### src/rtl/lt_timer_bank.sv
// Multi-channel timeout/interval timer bank on a single sb_clk domain.
// A shared prescaler feeds the per-channel timebase; each channel reports expiry level and pulse.
module lt_timer_bank #(
    parameter int unsigned NUM_CH     = 7,
    parameter int unsigned CNT_W      = 16,
    parameter int unsigned PRESCALE_W = 8,
    parameter int unsigned SEL_W      = (NUM_CH > 1) ? $clog2(NUM_CH) : 1
) (
    input  logic                    sb_clk,
    input  logic                    rst,
    input  logic [PRESCALE_W-1:0]   prescale,
    input  logic [NUM_CH-1:0]       ch_en,
    input  logic [NUM_CH-1:0]       ch_clr,
    input  logic [NUM_CH-1:0]       ch_periodic,
    input  logic [NUM_CH-1:0]       ch_use_tick,
    input  logic [NUM_CH*CNT_W-1:0] ch_limit,
    input  logic [SEL_W-1:0]        cnt_sel,
    output logic                    tick,
    output logic [NUM_CH-1:0]       expired,
    output logic [NUM_CH-1:0]       expired_pulse,
    output logic [CNT_W-1:0]        cnt_rd
);

    logic [PRESCALE_W-1:0] pre_cnt_q, pre_cnt_d;

    logic [CNT_W-1:0]  cnt_q [NUM_CH];
    logic [CNT_W-1:0]  cnt_d [NUM_CH];
    logic [CNT_W-1:0]  lim   [NUM_CH];
    logic [CNT_W:0]    cnt_inc [NUM_CH];
    logic [NUM_CH-1:0] adv;
    logic [NUM_CH-1:0] exp_q, exp_d;
    logic [NUM_CH-1:0] pulse_q, pulse_d;
    logic [CNT_W-1:0]  cnt_rd_q, cnt_rd_d;

    // >= rather than == so a lowered prescale ticks next cycle instead of wrapping through.
    always_comb begin
        tick      = (pre_cnt_q >= prescale);
        pre_cnt_d = tick ? '0 : pre_cnt_q + PRESCALE_W'(1);
    end

    for (genvar g = 0; g < NUM_CH; g++) begin : g_ch
        assign lim[g]     = ch_limit[g*CNT_W +: CNT_W];
        assign adv[g]     = ch_use_tick[g] ? tick : 1'b1;
        // One extra bit so cnt+1 never wraps before the compare.
        assign cnt_inc[g] = {1'b0, cnt_q[g]} + (CNT_W+1)'(1);
    end

    always_comb begin
        for (int i = 0; i < NUM_CH; i++) begin
            cnt_d[i]   = cnt_q[i];
            exp_d[i]   = exp_q[i];
            pulse_d[i] = 1'b0;
            if (!ch_en[i] || ch_clr[i]) begin
                cnt_d[i] = '0;
                exp_d[i] = 1'b0;
            end else if (!ch_periodic[i] && exp_q[i]) begin
                exp_d[i] = 1'b1;
            end else if (lim[i] == '0) begin
                cnt_d[i]   = '0;
                exp_d[i]   = 1'b1;
                pulse_d[i] = 1'b1;
            end else if (adv[i]) begin
                if (cnt_inc[i] >= {1'b0, lim[i]}) begin
                    cnt_d[i]   = ch_periodic[i] ? '0 : lim[i];
                    exp_d[i]   = 1'b1;
                    pulse_d[i] = 1'b1;
                end else begin
                    cnt_d[i] = cnt_inc[i][CNT_W-1:0];
                end
            end
        end
    end

    // Out-of-range selects match no channel and read back 0.
    always_comb begin
        cnt_rd_d = '0;
        for (int i = 0; i < NUM_CH; i++) begin
            if (cnt_sel == SEL_W'(i)) begin
                cnt_rd_d = cnt_q[i];
            end
        end
    end

    always_ff @(posedge sb_clk or negedge rst) begin
        if (!rst) begin
            pre_cnt_q <= '0;
            exp_q     <= '0;
            pulse_q   <= '0;
            cnt_rd_q  <= '0;
            for (int i = 0; i < NUM_CH; i++) begin
                cnt_q[i] <= '0;
            end
        end else begin
            pre_cnt_q <= pre_cnt_d;
            exp_q     <= exp_d;
            pulse_q   <= pulse_d;
            cnt_rd_q  <= cnt_rd_d;
            for (int i = 0; i < NUM_CH; i++) begin
                cnt_q[i] <= cnt_d[i];
            end
        end
    end

    assign expired       = exp_q;
    assign expired_pulse = pulse_q;
    assign cnt_rd        = cnt_rd_q;

endmodule

### config.mk
export PLATFORM = sky130hd
export DESIGN_NAME = lt_timer_bank
export DESIGN_NICKNAME = d
export VERILOG_FILES = /design/src/rtl/lt_timer_bank.sv
export SDC_FILE = /design/constraint.sdc
export NUM_CORES = 1
export LEC_CHECK = 0
export ABC_AREA = 1
export BUFFER_PORTS_ARGS = -buffer_cell sky130_fd_sc_hd__buf_2
export CORE_UTILIZATION = 31
export CTS_BUF_LIST = sky130_fd_sc_hd__clkbuf_16
export DETAILED_ROUTE_END_ITERATION = 6
export SYNTH_ARGS = -nofsm -noshare
export SYNTH_HDL_FRONTEND = slang
export SYNTH_SLANG_ARGS = --single-unit
### constraint.sdc
create_clock -name sb_clk -period 2.8 [get_ports sb_clk]
set_clock_uncertainty 0.15 [all_clocks]
set_input_delay 0 -clock sb_clk [delete_from_list [all_inputs] [get_ports sb_clk]]
set_output_delay 0 -clock sb_clk [all_outputs]
set_load 0.01 [all_outputs]
==> flow_summary.ini, run 1 <==
[hold_path]
hold_depth = 4
hold_end = expired_pulse[5]$_DFF_PN0_
min-delay-start = ch_use_tick[5]
hold_class = in2reg

[detailed_routing]
post_drt_via_cell_ratio = 5.03
drc = 0
drtIter0Drc = 1285
drtAntennaViolNets = 0
wire_per_inst_um = 16.0
finalWirelength_um = 57100
vias = 17887
dr.pass1.iters = 6

[global_route]
first_global_vias = 16998
grt.total_usage_pct = 21.6
overflow = 0
antenna_found_initial = 2
grt_max_degree = 49
grt_pass1_wl_um = 86500

[sta]
slew_viol_final = 0
fmax_mhz = 334
fin_crit_sh_pct = 107
hold_viol = 2
holdWs_ns = -0.0226
final.setup.worst_slack_ns = -0.191
rsz0062_at_grt = true
setup-tns-final_ns = -5.21
final-setup-viol-count = 89
worst_slew_pin_slew_ns = 0.855
slew_headroom_pct = 42.7
period_minus_slack_ns = 2.99

[worst_setup_path]
crit_chain = ha_2, nand2_2, nor2_4, buf_4, buf_4, xor2_2, inv_1, ha_1, nand2_1, nor2_1, nand4_1, nand3_2, nor2_4, buf_12, nand2_8, nand2_1, nand4_1, nand2_1
worstPathMaxFanout = 5
timing.rr.start = cnt_q[64]$_DFFE_PN0P_
ff2ff_setup_slack_ns = -0.19
start_kind = flip-flop
slowest_stage = dfrtp_1
crit_type = reg2reg
path_common_cell = nand2_1
path_buf_inv = 4
crit_required_ns = 3.04
cp_top_family = simple AND/OR/NAND/NOR gates
ff2ff_path_depth = 18
cp.arrival_ns = 3.23
endpoint_kind = flip-flop
slowest_delay_ns = 0.38
r2r-end = cnt_q[76]$_DFFE_PN0P_

[yosys]
avgSynthCellArea_um2 = 6.38
ys_ff_latch = 150
synth_warnings = 0
syn_nets = 2647
synth_cells = 2366
synth_top_cell_area_share_pct = 24.9
yosys.cell_types.count = 51
synth-edff-count = 0
synth_top_flop_cell = dfrtp_1
synth_area_leaders = dfrtp_1 (25%), nand2_1 (18%), ha_1 (11%), inv_1 (9.4%), nand3_1 (6.7%)
async_flop_share_pct = 100
synth_area_mm2 = 0.0151
seq_area_frac_synth_pct = 24.9
synth_top_cell_by_area = dfrtp_1

[floorplanning]
io_pins = 184
die_w_um = 223
core_mm2 = 0.0479
die_area_mm2 = 0.0496
start_util_pct = 31.5
rows = 80
die_y_um = 223

[cells_and_area]
num-fill-cells = 4535
layout.nets = 3208
drive_gt1_share_pct = 33.2
syn2layout_area_growth_pct = 54.4
postLayoutCoreUtil_pct = 48.6

[cts]
clk_latency_ns = 0.46
clock_path_buffers = 2
cts_made_buffers = 17
cts.sinks = 150
htree_levels = 4
cts.reportedPaths.clkPinSlew_ns = 0.07
cts_tree = built
cts_root_buffer = clkbuf_16

[run]
cap_violations = 0

[place]
gp_congestion = 0.927
portBuffers = 183
dpl.hpwl_um = 40600

[status]
status = complete, but fails checks
failed_checks = negative hold slack, negative setup slack

[power]
powerDensity_mw_per_mm2 = 275
ir_drop_v = 0.000378
power.static_leakage_nw = 13.0
-- cell type report --
cell class              instances  area, um2  area share [%]
multi-input cells            1772      11800            50.7
repair buffers                590       4810            20.6
flip-flops and latches        150       3770            16.2
inverters                     396       1490            6.41
well taps                     615        769            3.30
clock buffers                  17        425            1.82
clock inverters                15        225           0.966
diodes                          2       5.00          0.0215
-- metal layers --
| metal | routed length [um] | up-vias | GRT usage (%) |
|---|---|---|---|
| met5 | 0 | - | 0 |
| met4 | 2040 | 0 | 8.77 |
| met3 | 2360 | 121 | 2.43 |
| met2 | 27100 | 558 | 35.5 |
| met1 | 25600 | 8436 | 28.8 |
| li1 | - | 8772 | - |
-- layout by cell type, fill, tap and decap left out, drive strengths merged, types with 3 or more instances in the layout --
| cell type | instances |
|---|---|
| nand2 | 763 |
| buf | 440 |
| inv | 398 |
| nand3 | 211 |
| nor2 | 207 |
| nand4 | 156 |
| dfrtp | 150 |
| dlygate4sd3 | 145 |
| ha | 128 |
| a21oi | 93 |
| o21ai | 78 |
| xor2 | 50 |
| nor3 | 27 |
| clkbuf | 22 |
| o22ai | 10 |
| o211ai | 10 |
| a21o | 10 |
| o21a | 6 |
| or2 | 6 |
| bufinv | 5 |
| o21bai | 5 |
| clkinv | 5 |
| clkinvlp | 3 |
-- cell usage after synthesis, drive strengths merged, types with 10 or more instances --
library cell and count:
o21ai 78, dfrtp 150, a21oi 93, ha 128, inv 395, nand3 208
a21o 10, buf 44, clkbuf 17, nand4 156, xor2 50, o211ai 10
nor2 207, nand2 753, nor3 27, o22ai 10
-- worst max-delay path by stage --
| stage | end | depth (start not counted) | startpoint | slack (ns) |
|---|---|---|---|---|
| final | cnt_q[76]$_DFFE_PN0P_ | 18 | cnt_q[64]$_DFFE_PN0P_ | -0.19 |
| after global routing | cnt_q[76]$_DFFE_PN0P_ | 18 | cnt_q[64]$_DFFE_PN0P_ | -0.35 |
| after CTS | cnt_q[110]$_DFFE_PN0P_ | 17 | cnt_q[97]$_DFFE_PN0P_ | -0.06 |
| after detailed placement | cnt_q[103]$_DFFE_PN0P_ | 17 | cnt_q[97]$_DFFE_PN0P_ | -0.19 |
| after global placement | cnt_q[103]$_DFFE_PN0P_ | 18 | cnt_q[96]$_DFFE_PN0P_ | -0.14 |
| after floorplan | cnt_q[28]$_DFFE_PN0P_ | 18 | cnt_q[16]$_DFFE_PN0P_ | 0.008 |
-- worst reg2reg max path, cell delays in order (launching register included) --
cell	delay (ns)
dfrtp_1	0.38
ha_2	0.20
nand2_2	0.06
nor2_4	0.14
buf_4	0.13
buf_4	0.12
xor2_2	0.18
inv_1	0.07
ha_1	0.28
nand2_1	0.11
nor2_1	0.07
nand4_1	0.12
nand3_2	0.10
nor2_4	0.23
buf_12	0.16
nand2_8	0.07
nand2_1	0.09
nand4_1	0.14
nand2_1	0.13
-- sequential cells by signal, indices dropped and copies added, names as in the netlist --
name	count
cnt_q	112
expired	7
cnt_rd	16
expired_pulse	7
pre_cnt_q	8
-- report_power, final --
group          switching, mW  total, mW  internal, mW
registers             0.0667       2.30          2.23
logic                  0.853       1.45         0.601
clock network           1.08       2.67          1.59
total                   2.00       6.42          4.42
-- logic make-up (layout without fill, tap and decap cells) --
family | count (synthesis) | after routing | share of synthesized area, %
AOI/OAI and AO/OA | 213 | 213 | 7.97
xor gates and xnor gates | 52 | 52 | 3.02
adders and majority gates | 128 | 128 | 10.6
buffers and inverters | 457 | 1018 | 12.1
DFF | 150 | 150 | 24.9
other | 0 | 2 | 0
and+or+nand+nor | 1366 | 1379 | 41.5
-- repair_timing --
item                                   CTS  global route
gates cloned                            10            13
pin swaps                              101           302
endpoints found under the hold margin  287             0
buffers inserted                        53            37
gates resized for setup                147           387
setup endpoints to repair              122           126
hold buffers                           146             0
-- metrics by stage --
stage / area [um2] / setup WS, ns / power (mW) / hold WS [ns] / instances
6_report: 23300 / -0.191 / 6.42 / -0.0226 / 3557
5_1_grt: 23300 / -0.345 / 6.74 / 0.00595 / 3557
4_1_cts: 21200 / -0.0637 / 6.37 / 0.00706 / 3506
3_5_place_dp: 17800 / -0.188 / 3.47 / -0.147 / 3265
3_3_place_gp: 17800 / -0.145 / 3.44 / -0.151 / 3265
2_1_floorplan: 15100 / 0.00768 / 2.99 / -0.446 / 2366
No activity file was read; power rests on OpenSTA's default activity.
==> run 2: changes to the inputs <==
- CORE_MARGIN: not set -> 3
==> flow_summary.ini, run 2 (same netlist as run 1, synthesis figures left out) <==
[status]
status = complete, but fails checks
failed_checks = negative hold slack, negative setup slack

[cells_and_area]
fin_area_mm2 = 0.0229
stdcell_count = 3534
top_register = cnt_q
drive_gt1_share_pct = 31.3
final_common_cell = nand2_1
largest_register_ffs = 112
final_cell_mix = nand2_1 (622), inv_1 (361), buf_4 (194)
layout.nets = 3184
syn2layout_area_growth_pct = 51.8

[global_route]
grt_pass1_wl_um = 84900
grt_max_degree = 74
grt.total_usage_pct = 20.5
overflow = 0
antenna_found_initial = 3
first_global_vias = 16788

[sta]
hold_viol = 3
fmax_mhz = 342
setup-tns-final_ns = -3.67
slew_viol_final = 0
slew_headroom_pct = 45.0
worst_slew_pin_slew_ns = 0.820
holdWs_ns = -0.00783
period_minus_slack_ns = 2.93
final-setup-viol-count = 83
fin_crit_sh_pct = 105
rsz0062_at_grt = true
final.setup.worst_slack_ns = -0.126

[detailed_routing]
finalWirelength_um = 56000
drtIter0Drc = 1208
drtAntennaViolNets = 0
dr.pass1.iters = 6
post_drt_via_cell_ratio = 5.03
vias = 17761
wire_per_inst_um = 15.8
drc = 0

[place]
portBuffers = 183
place_area_mm2 = 0.0178
dp.cells = 3262
gp_congestion = 0.941
dpl.hpwl_um = 40500

[worst_setup_path]
slowest_stage = dfrtp_1
slowest_delay_ns = 0.40
endpoint_kind = flip-flop
start_kind = flip-flop
crit_chain = ha_2, nand2_2, nor2_4, nand2_4, nor2_4, nand2_1, nand2_1, nand2_2, inv_2, ha_4, a21oi_2, nor2_1, nor2_1, nand3_2, nor2_4, buf_6, buf_12, nand2_8, nand2_2, nand4_1, nand2_1
path_buf_inv = 3
cp.arrival_ns = 3.17
crit_type = reg2reg
crit_required_ns = 3.04
cp_top_family = simple AND/OR/NAND/NOR gates
worstPathMaxFanout = 8

[power]
clkPwrFrac_pct = 37.4
seq_power_share_pct = 38.6
power.static_leakage_nw = 12.8
powerDensity_mw_per_mm2 = 260
ir_drop_v = 0.000302
pwr-share-comb_pct = 23.9
p_sw_share_pct = 32.3
power.internal_mw = 4.04
p_switching_mw = 1.92

[floorplanning]
core_mm2 = 0.0479
io_pins = 184
start_util_pct = 31.5
die_area_mm2 = 0.0514
die_y_um = 227
rows = 80
die_w_um = 227

[cts]
cts_tree = built
clk_latency_ns = 0.45
htree_levels = 4
cts_root_buffer = clkbuf_16
cts_made_buffers = 17
cts.sinks = 150
clock_path_buffers = 2
cts.reportedPaths.clkPinSlew_ns = 0.07

[run]
cap_violations = 0

[hold_path]
hold_class = in2async
## run 2: path summary, 6_finish.rpt
| check | startpoint | end | slack [ns] | depth (start not counted) |
|---|---|---|---|---|
| worst max-delay path | cnt_q[64]$_DFFE_PN0P_ | cnt_q[65]$_DFFE_PN0P_ | -0.13 | 21 |
| worst min-delay path | rst | expired[1]$_DFFE_PN0P_ | -0.008 | 3 |
| worst max register to register | cnt_q[64]$_DFFE_PN0P_ | cnt_q[65]$_DFFE_PN0P_ | -0.13 | 21 |
| worst min register to register | pre_cnt_q[0]$_DFF_PN0_ | pre_cnt_q[0]$_DFF_PN0_ | 0.34 | 1 |
| max in group asynchronous | rst | cnt_q[57]$_DFFE_PN0P_ | 2.09 | 3 |
| min in group sb_clk | ch_use_tick[0] | expired_pulse[0]$_DFF_PN0_ | 0.02 | 5 |
## run 2: per-layer routing
layer	GRT usage (%)	vias to the layer above	share of wire (%)
met3	2.21	127	3.9
met4	7.39	0	3.5
met5	0	-	0
met2	34.0	509	48
li1	-	8717	-
met1	27.7	8408	45
## run 2: area by class of cell
type	instances	area, um2
flip-flops and latches	150	3770
clock buffers	17	425
repair buffers	570	4690
multi-input cells	1768	11700
diodes	3	7.51
clock inverters	15	115
inverters	396	1500
fillers	4578	25000
well taps	615	769
## run 2: worst min-delay path: cells and delay by family
kind	cells	cell delay (ns)
buffers and inverters	3	0.98
## run 2: metrics by stage
stage          total power [mW]  utilization [%]  hold slack [ns]  worst slack, ns
2_1_floorplan              2.99                -           -0.446          0.00768
3_3_place_gp               3.44             37.1           -0.126           -0.153
3_5_place_dp               3.47             37.1           -0.123           -0.182
4_1_cts                    5.93             43.5          0.00213          -0.0431
5_1_grt                    6.29             47.8           0.0478           -0.299
6_report                   5.96             47.8         -0.00783           -0.126
## run 2: what timing repair did
action                                  4_1_cts  5_1_grt
hold endpoints to repair                    284        0
hold buffers                                146        0
resized for setup                           147      346
endpoints found under the setup margin      125      126
setup buffers                                32       43
pin swaps                                    79      259
gates cloned                                  9       11
## run 2: power groups by stage
| stage | Sequential [mW] | Combinational, mW | Clock (mW) |
|---|---|---|---|
| final | 2.30 | 1.43 | 2.23 |
| after global routing | 2.31 | 1.60 | 2.38 |
| after CTS | 2.30 | 1.34 | 2.29 |
| after detailed placement | 2.34 | 1.14 | 0 |
| after global placement | 2.34 | 1.10 | 0 |
| after floorplan | 2.33 | 0.659 | 0 |
==> run 3: changes to the inputs <==
- CORE_MARGIN: 3 -> not set
- RECOVER_POWER: not set -> 50
==> flow_summary.ini, run 3 (same netlist as run 1, synthesis figures left out) <==
[global_route]
grt_max_degree = 49
grt.total_usage_pct = 21.6
use_met2_pct = 35.5
grt_pass1_wl_um = 86500
first_global_vias = 16998
overflow = 0
met3_usage_pct = 2.43
top_usage_layer = met2
grtUsageMet1_pct = 28.8
antenna_found_initial = 2

[cts]
htree_levels = 4
cts.sinks = 150
cts_made_buffers = 17
cts_tree = built
cts_root_buffer = clkbuf_16
cts.reportedPaths.clkPinSlew_ns = 0.07
clock_path_buffers = 2
clk_latency_ns = 0.46

[worst_setup_path]
crit_required_ns = 3.04
path_common_cell = nand2_1
cp.arrival_ns = 3.20
crit_type = reg2reg
cp_top_family = simple AND/OR/NAND/NOR gates
crit_chain = ha_2, nand2_2, nor2_4, buf_4, buf_4, xor2_2, inv_1, ha_1, nand2_1, nor2_1, nand4_1, nand3_2, nor2_4, buf_12, nand2_8, nand2_1, nand4_1, nand2_1
worstPathMaxFanout = 5
slowest_delay_ns = 0.38
slowest_stage = dfrtp_1
path_buf_inv = 4
endpoint_kind = flip-flop
start_kind = flip-flop

[place]
dp.cells = 3265
place_area_mm2 = 0.0178
portBuffers = 183
place_ws_ns = -0.188
gp_congestion = 0.927
dpl.hpwl_um = 40600

[cells_and_area]
final_cell_mix = nand2_1 (630), inv_1 (356), buf_4 (212)
layout.nets = 3208
syn2layout_area_growth_pct = 54.0
num-fill-cells = 4546
multiInputGateArea_mm2 = 0.0118
top_register = cnt_q
stdcell_count = 3557
drive_gt1_share_pct = 32.7
final_common_cell = nand2_1
fin_area_mm2 = 0.0233
largest_register_ffs = 112
seq_area_mm2 = 0.00377

[power]
ir_drop_v = 0.000377
p_total_mw = 6.41
powerDensity_mw_per_mm2 = 275
power.static_leakage_nw = 12.9

[sta]
setup-tns-final_ns = -5.30
period_minus_slack_ns = 2.96
fmax_mhz = 338
hold_viol = 2
final.setup.worst_slack_ns = -0.160
slew_viol_final = 0
fin_crit_sh_pct = 106
holdWs_ns = -0.0208
rsz0062_at_grt = true
final-setup-viol-count = 89
worst_slew_pin_slew_ns = 1.32
slew_headroom_pct = 11.8

[floorplanning]
die_y_um = 223
die_area_mm2 = 0.0496
rows = 80
io_pins = 184
core_mm2 = 0.0479
die_w_um = 223
start_util_pct = 31.5

[detailed_routing]
drtAntennaViolNets = 0
post_drt_via_cell_ratio = 5.02
wire_per_inst_um = 16.0
dr.pass1.iters = 6
finalWirelength_um = 57000
drc = 0
drtIter0Drc = 1365
vias = 17871

[run]
cap_violations = 0

[status]
failed_checks = negative hold slack, negative setup slack
status = complete, but fails checks

[hold_path]
hold_class = in2reg
-- run 3: final timing paths --
path | startpoint | to | slack (ns) | cells past startpoint
setup / recovery | cnt_q[64]$_DFFE_PN0P_ | cnt_q[76]$_DFFE_PN0P_ | -0.16 | 18
hold / removal | ch_use_tick[5] | expired_pulse[5]$_DFF_PN0_ | -0.02 | 4
setup reg to reg | cnt_q[64]$_DFFE_PN0P_ | cnt_q[76]$_DFFE_PN0P_ | -0.16 | 18
hold reg to reg | pre_cnt_q[0]$_DFF_PN0_ | pre_cnt_q[0]$_DFF_PN0_ | 0.36 | 1
max in group asynchronous | rst | cnt_q[19]$_DFFE_PN0P_ | 0.34 | 4
min in group asynchronous | rst | cnt_q[81]$_DFFE_PN0P_ | 0.89 | 4
-- run 3: worst min-delay path, stage by stage --
cell and delay [ns]:
buf_2 0.09, nand4_1 0.25, nand2_4 0.08, a21oi_2 0.12
-- run 3: repair_timing --
item | in CTS | in global routing
resized for setup | 147 | 387
setup endpoints to repair | 122 | 126
buffers inserted | 53 | 37
hold endpoints to repair | 287 | 0
hold buffers | 146 | 0
gates cloned | 10 | 13
pin swaps | 101 | 302
-- run 3: through the flow --
stage / utilization, % / hold slack, ns
after floorplan: - / -0.446
after global placement: 37.2 / -0.151
after global routing: 48.5 / 0.00595
after CTS: 44.2 / 0.00706
after detailed placement: 37.2 / -0.147
final: 48.5 / -0.0208
-- run 3: area by class of cell --
type | instances | share of cell area, %
Sequential cell | 150 | 16.2
Inverter | 396 | 6.42
Timing Repair Buffer | 590 | 20.4
Clock inverter | 15 | 0.968
Multi-Input combinational cell | 1772 | 50.8
Clock buffer | 17 | 1.83
Tap cell | 615 | 3.31
Antenna cell | 2 | 0.0215
-- run 3: routing by layer --
layer | vias up | wire length, um
li1 | 8765 | -
met1 | 8441 | 25500
met2 | 542 | 27100
met3 | 123 | 2380
met4 | 0 | 2020
met5 | - | 0
-- run 3: report_power, final --
part	total [mW]	switching (mW)	internal (mW)
Clock	2.66	1.08	1.59
Sequential	2.30	0.0672	2.23
Combinational	1.44	0.851	0.593
